--- src/rtl/keycode_player.sv ---
// rtl/keycode_player.sv - scripted keyboard player: FIFO of keycodes replayed as timed press/release pairs
// Each popped keycode is driven for HOLD_CYCLES, then released to 8'h00 for GAP_CYCLES.

module keycode_player #(
  parameter int HOLD_CYCLES = 4,
  parameter int GAP_CYCLES  = 2,
  parameter int DEPTH       = 4
) (
  input  logic                     Clk,
  input  logic                     Reset,
  input  logic                     push_valid,
  input  logic [7:0]               push_keycode,
  output logic                     push_ready,
  input  logic                     abort,
  output logic [7:0]               keycode,
  output logic                     busy,
  output logic                     done,
  output logic [$clog2(DEPTH):0]   fifo_count
);

  localparam int AW = $clog2(DEPTH);
  localparam int CW = AW + 1;
  localparam logic [CW-1:0] DEPTH_C   = CW'(DEPTH);
  localparam logic [7:0]    HOLD_LOAD = 8'(HOLD_CYCLES - 1);
  localparam logic [7:0]    GAP_LOAD  = 8'(GAP_CYCLES - 1);

  typedef enum logic [1:0] {IDLE, PRESS, RELEASE} state_t;

  state_t        state;
  logic [7:0]    cnt;
  logic [7:0]    mem [DEPTH];
  logic [AW-1:0] wr_ptr;
  logic [AW-1:0] rd_ptr;
  logic          push;
  logic          pop;

  assign push_ready = (fifo_count < DEPTH_C) && !abort;
  assign push       = push_valid && push_ready;
  // A pop happens only when the player is ready for the next key; RELEASE chains straight into PRESS.
  assign pop        = !abort && (fifo_count != '0) &&
                      ((state == IDLE) || ((state == RELEASE) && (cnt == 8'd0)));

  always_ff @(posedge Clk) begin
    if (push) begin
      mem[wr_ptr] <= push_keycode;
    end
  end

  always_ff @(posedge Clk or negedge Reset) begin
    if (!Reset) begin
      wr_ptr     <= '0;
      rd_ptr     <= '0;
      fifo_count <= '0;
    end else if (abort) begin
      wr_ptr     <= '0;
      rd_ptr     <= '0;
      fifo_count <= '0;
    end else begin
      if (push) begin
        wr_ptr <= wr_ptr + AW'(1);
      end
      if (pop) begin
        rd_ptr <= rd_ptr + AW'(1);
      end
      case ({push, pop})
        2'b10:   fifo_count <= fifo_count + CW'(1);
        2'b01:   fifo_count <= fifo_count - CW'(1);
        default: ;
      endcase
    end
  end

  always_ff @(posedge Clk or negedge Reset) begin
    if (!Reset) begin
      state   <= IDLE;
      cnt     <= 8'd0;
      keycode <= 8'h00;
      busy    <= 1'b0;
      done    <= 1'b0;
    end else if (abort) begin
      state   <= IDLE;
      cnt     <= 8'd0;
      keycode <= 8'h00;
      busy    <= 1'b0;
      done    <= 1'b0;
    end else begin
      done <= 1'b0;
      case (state)
        IDLE: begin
          keycode <= 8'h00;
          busy    <= 1'b0;
          if (pop) begin
            keycode <= mem[rd_ptr];
            cnt     <= HOLD_LOAD;
            busy    <= 1'b1;
            state   <= PRESS;
          end
        end
        PRESS: begin
          if (cnt == 8'd0) begin
            keycode <= 8'h00;
            cnt     <= GAP_LOAD;
            state   <= RELEASE;
          end else begin
            cnt <= cnt - 8'd1;
          end
        end
        RELEASE: begin
          if (cnt != 8'd0) begin
            cnt <= cnt - 8'd1;
          end else if (pop) begin
            keycode <= mem[rd_ptr];
            cnt     <= HOLD_LOAD;
            state   <= PRESS;
          end else begin
            busy  <= 1'b0;
            done  <= 1'b1;
            state <= IDLE;
          end
        end
        default: begin
          state   <= IDLE;
          keycode <= 8'h00;
          busy    <= 1'b0;
        end
      endcase
    end
  end

endmodule
--- config.mk ---
export PLATFORM = sky130hd
export DESIGN_NAME = keycode_player
export DESIGN_NICKNAME = d
export VERILOG_FILES = /design/src/rtl/keycode_player.sv
export SDC_FILE = /design/constraint.sdc
export NUM_CORES = 1
export LEC_CHECK = 0
export CORE_ASPECT_RATIO = 0.75
export CORE_MARGIN = 5
export CORE_UTILIZATION = 39
export CTS_CLUSTER_SIZE = 10
export DETAILED_ROUTE_END_ITERATION = 6
export GPL_TIMING_DRIVEN = 0
export PLACE_DENSITY = 0.55
export SYNTH_ARGS = -nofsm -noshare
export SYNTH_HDL_FRONTEND = slang
export SYNTH_SLANG_ARGS = --single-unit
--- constraint.sdc ---
create_clock -name Clk -period 3.6 [get_ports Clk]
set_clock_uncertainty 0.05 [all_clocks]
set_input_delay 0.72 -clock Clk [delete_from_list [all_inputs] [get_ports Clk]]
set_output_delay 0.72 -clock Clk [all_outputs]
set_load 0.05 [all_outputs]
* After elaboration in Yosys (flattened, before gate mapping) *
Memories as Yosys holds them, arrays and structs flattened.
Cells that the tools add are included.

cells by class
  $lt $le $gt $ge = 1
  add/sub/neg operators = 5
  reductions and logical operators = 18
  muxes and demuxes = 34
  equality and inequality tests = 10

operators by type and width
  kind                                                                count
  8-bit two-way mux                                                   9
  8-bit one-hot mux with 3 select lines                               2
  2-bit two-way mux                                                   8
  3-bit != test, second input constant                                5
  1-bit two-way mux                                                   11
  3-bit AND reduction                                                 3
  8-bit zero test                                                     1
  8-bit nonzero test                                                  1
  8-bit by 1-bit subtractor with 8-bit output, second input constant  1
  2-bit one-hot mux with 3 select lines                               1
  3-bit one-hot mux with 2 select lines                               1
  3-bit nonzero test                                                  2
  1-bit logical AND                                                   5
  2-bit by 1-bit adder with 2-bit output, second input constant       2
  2-bit by 1-bit == test with 1-bit output, second input constant     2
  2-bit == test, second input constant                                2
  2-bit nonzero test                                                  2
  4-bit nonzero test                                                  1
  3-bit by 1-bit adder with 3-bit output, second input constant       1
  3-bit < comparator, second input constant                           1
  3-bit two-way mux                                                   1
  1-bit one-hot mux with 3 select lines                               1
  3-bit by 1-bit subtractor with 3-bit output, second input constant  1
  2-bit zero test                                                     1
  other kinds (3)                                                     3

storage, ports and cells
  output and inout bits = 14
  input bits = 12
  memories = 1
  bits in writable memories = 32
  word-level logic and storage cells = 77
  flip-flop bits (word level) = 27

memories
  name  words  width  rd ports  clocked after Yosys merged registers in  write ports  RTL line  source
  mem   4      8      1         0                                        1            31        logic [7:0] mem [DEPTH];

* Depth between registers and ports, before layout *
  word-level depth = 8
  depth in mapped cells = 9
  gate-level depth less buffers = 9

* Least setup slack after synthesis *
No wires, ideal clock.

  path kind = input port to flip-flop
  start = input abort
  end = memory mem[0][0] (enable)
  slack = 1.147 ns
  library setup time = 0.332 ns
  arrival = 2.071 ns
  buffers on the path = 1
  required time = 3.218 ns
  stages = 3
  cells stage by stage = clkbuf_1 > nor2_1 > and3_1

on the way
  cells in the longest elaborated chain, start to end = 5

ends and longest elaborated chain
  element                                  RTL line  source
  start: declaration                       14        input logic abort,
  1-bit zero test                          37        assign push_ready = (fifo_count < DEPTH_C) && !abort;
  1-bit logical AND                        37
  named net push_ready                     13        output logic push_ready,
  1-bit logical AND                        38        assign push = push_valid && push_ready;
  1-bit two-way mux                        44        if (push) begin
  1-bit two-way mux (implied by the code)  45        mem[wr_ptr] <= push_keycode;
  end: declaration                         31

The timed path passes the listed nets, and every way through them passes these cells.

* Worst setup path in the final report *
  start = input abort
  end = output push_ready

on the way
  cells in the longest elaborated chain, start to end = 2

ends and longest elaborated chain
  element            RTL line
  1-bit zero test    37
  1-bit logical AND  37
  end: declaration   13

No other way between the ends.

==> summary.txt <==
Power and ir drop
  • P per Cell Area: 838 nW/µm²
  • Clock network power share: 20.5%
  • VDD IR max: 0.276 mV
  • Sw power: ~1300 µW
  • P_leak: 0.00135 µW
  • Total Power: about 3000 µW
  • Internal: 1700 µW
  • Seq pwr share: 31.6%
  • Comb pwr share: 48.0%
  • Sw Ratio: 42.5%

Global route
  • Global route hottest layer: met1
  • Total GRT Usage: between 10 and 15%
  • Met1 Use GR: 21.5%
  • Number of global-route vias before repair: 1921
  • Largest net degree at the start of global routing: 28
  • Met3 Use GR: around 5.3%
  • Initial antenna violation count: 0
  • Met2 global-route usage: 19.1%
  • Total congestion overflow: 0
  • First-pass GRT wire length: 10600 µm

Setup path
  • Worst R2R End: fifo_count[2]$_DFFE_PN0P_
  • R2R cell count: 9
  • Setup crit end kind: output pin
  • Reg2reg start: cnt[0]$_DFFE_PN0P_
  • Crit path kind: in2out
  • Worst R2R Setup Slack: 800 ps
  • Crit start category: input pin
  • CP Max Fanout: 10
  • WP data required: approximately 2800 ps
  • Worst EP arrival: about 2600 ps

Synth
  • Share of the synthesized area in the top cell type: 32.4%
  • Mux share of post-synthesis cell area: 10.8%
  • Post-synthesis register bit count: 59
  • Post-synthesis compound-gate area fraction: 11.9%
  • Sequential share of the synthesized area: about 55%
  • Synth warn: 0
  • EDFF count, synth: 32
  • Post-synthesis adder-cell area fraction: under 10%
  • Largest family of logic cells by synthesized area: simple AND/OR/NAND/NOR gates
  • Synthesized area: around 3000 µm²
  • Most frequent cells after synthesis: 32 x edfxtp_1, 28 x nand2_1, 27 x dfrtp_1
  • Most frequent cell after synthesis: edfxtp_1
  • Syn_nets: 259
  • Distinct cells, synth: 55
  • Synth top area cells: edfxtp_1 32%, dfrtp_1 23%, mux4_2 6.1%
  • Asr flop ratio synth: 45.8%
  • Post-Synth XOR/XNOR Area: 0.296%
  • Simple-Gate Fraction of Synth Area: 12.5%
  • Post-Syn Instances: approximately 240
  • Top FF cell, synth: edfxtp_1
  • Avg Synthesized Cell Area: 12.6 µm²
  • Synth area leader: edfxtp_1

Floorplan
  • Die Width: 111 µm
  • Initial core utilization: 40.2%
  • Die Height: between 80 and 90 µm
  • I/O pin cnt: 26
  • Core Rows: 27
  • Core area: 7360 µm²
  • Die area: 9450 µm²

Route
  • ANT nets after route: 0
  • DR vias: 2016
  • Starting DRT DRC Count: 160
  • Vias/cell: 5.35
  • DR WL/cell: 16.4 µm
  • Final wirelength: 6180 µm
  • Drc violations: 0
  • Total iterations of the first detailed-routing run: 5

Clocking
  • TritonCTS Buffers: 9
  • CTS Sinks: 59
  • Clk pin slew, worst setup/hold paths: 70 ps
  • CTS tree: built
  • Maximum clock insertion buffer count: 2
  • # H-tree levels: 3
  • Post-CTS sizing: 0
  • Hold-fix buffers, CTS: 0
  • Clock root buffer: clkbuf_8
  • Buffers inserted by post-CTS timing repair: 0
  • Clk Latency, worst-skew pair: 340 ps

Status
  • Status: completed

Final layout
  • N_diodes: 0
  • Filler cell count: 679
  • Reg area: 1640 µm²
  • Area of the multi-input gates: between 1000 and 1500 µm²
  • Layout Nets: 295
  • Cell Count, Final, Fillers Out: 377
  • Share of cells above drive strength 1: 14.9%
  • Area grow syn2layout: 19.3%

STA
  • Max Slew Vio Count: 0
  • Setup TNS: 0 ps
  • PnR worst setup slack: 237 ps
  • Unrepaired setup endpoints after global routing: no
  • Slew margin rel.: 35.2%
  • # setup viols final: 0
  • F_max: 0.297 GHz
  • Least-Margin Pin Slew: around 970 ps
  • Final period util: 93.4%
  • Final Critical Period: approximately 3400 ps
  • Final count of hold timing violations: 0

Placed design
  • Pre-CTS setup slack: 238 ps
  • Placed Cells: roughly 360
  • GPL Wtd Cong: 0.848
  • Port Buffers: 25
  • DP Wirelength: 4390 µm

Run
  • Max-Cap Viols: 0

Hold path
  • Min-Delay Path Class: in2async
power groups by stage:
stage,Clock (µW),Combinational (µW),Sequential (µW)
global route,661,1560,952
floorplan,0,882,1110
global placement,0,1410,947
detailed placement,0,1410,948
finish,607,1420,935
CTS,631,1420,935
logic make-up after synthesis:
logic type,after synthesis
flip-flops,59
AND/OR/NAND/NOR,70
buffers and inverters,26
adder cells (fa/ha/maj),12
multiplexers,21
XOR/XNOR,1
AO/OA/AOI/OAI,46
worst max-delay path by stage:
stage / startpoint / endpoint / slack (ps)
floorplan: abort / mem[0][0]$_DFFE_PP_ / 1150
global placement: abort / fifo_count[2]$_DFFE_PN0P_ / 190
detailed placement: abort / fifo_count[2]$_DFFE_PN0P_ / 240
CTS: abort / push_ready / 270
global route: abort / push_ready / 150
finish: abort / push_ready / 240
cells in the final DEF, fill, tap and decap left out, types with 3 or more instances in the layout:
master            n
nor3_1            5
and3_1            4
ha_1             11
nor4_1            4
clkdlybuf4s50_1  24
o21ai_1           3
nor2_1           10
clkbuf_1          3
o31ai_1           3
clkbuf_8          9
mux2i_1          11
mux4_2            8
nand3b_1          3
o211ai_1          3
nor2b_1           3
nand2_1          28
edfxtp_1         32
a31oi_1           5
a21oi_1           8
buf_2             5
inv_1            15
nand3_1           4
o21ai_0           3
dfrtp_1          27
registers in the layout, summed over array words and instances (netlist names), 2 cells and up:
register    count
cnt             8
fifo_count      3
keycode         8
mem            32
rd_ptr          2
state           2
wr_ptr          2
critical path, stage by stage:
cell	delay, ps
clkdlybuf4s50_1	440
clkbuf_1	270
nor2_1	300
clkdlybuf4s50_1	860
area by class of cell:
type | count | area share [%]
clock buffers | 9 | 3.51
well taps | 101 | 3.58
repair buffers | 25 | 6.94
clock inverters | 7 | 2.16
plain buffers | 11 | 1.74
flip-flops and latches | 59 | 46.3
multi-input cells | 150 | 34.2
inverters | 15 | 1.59
routing by layer:
layer  vias to the layer above  part of all wire [%]
li1                        964                     -
met1                       984                    52
met2                        66                    41
met3                         2                   6.1
met4                         0                  0.31
met5                         -                     0
per-stage QoR:
stage | area (µm²) | utilization [%] | hold WS (ps)
6_report | 3530 | 48.0 | 344
3_3_place_gp | 3340 | 45.3 | 476
3_5_place_dp | 3340 | 45.3 | 474
4_1_cts | 3540 | 48.0 | 490
2_1_floorplan | 2960 | - | 374
5_1_grt | 3530 | 48.0 | 384
Note: power is estimated with default switching activity, not from simulation.
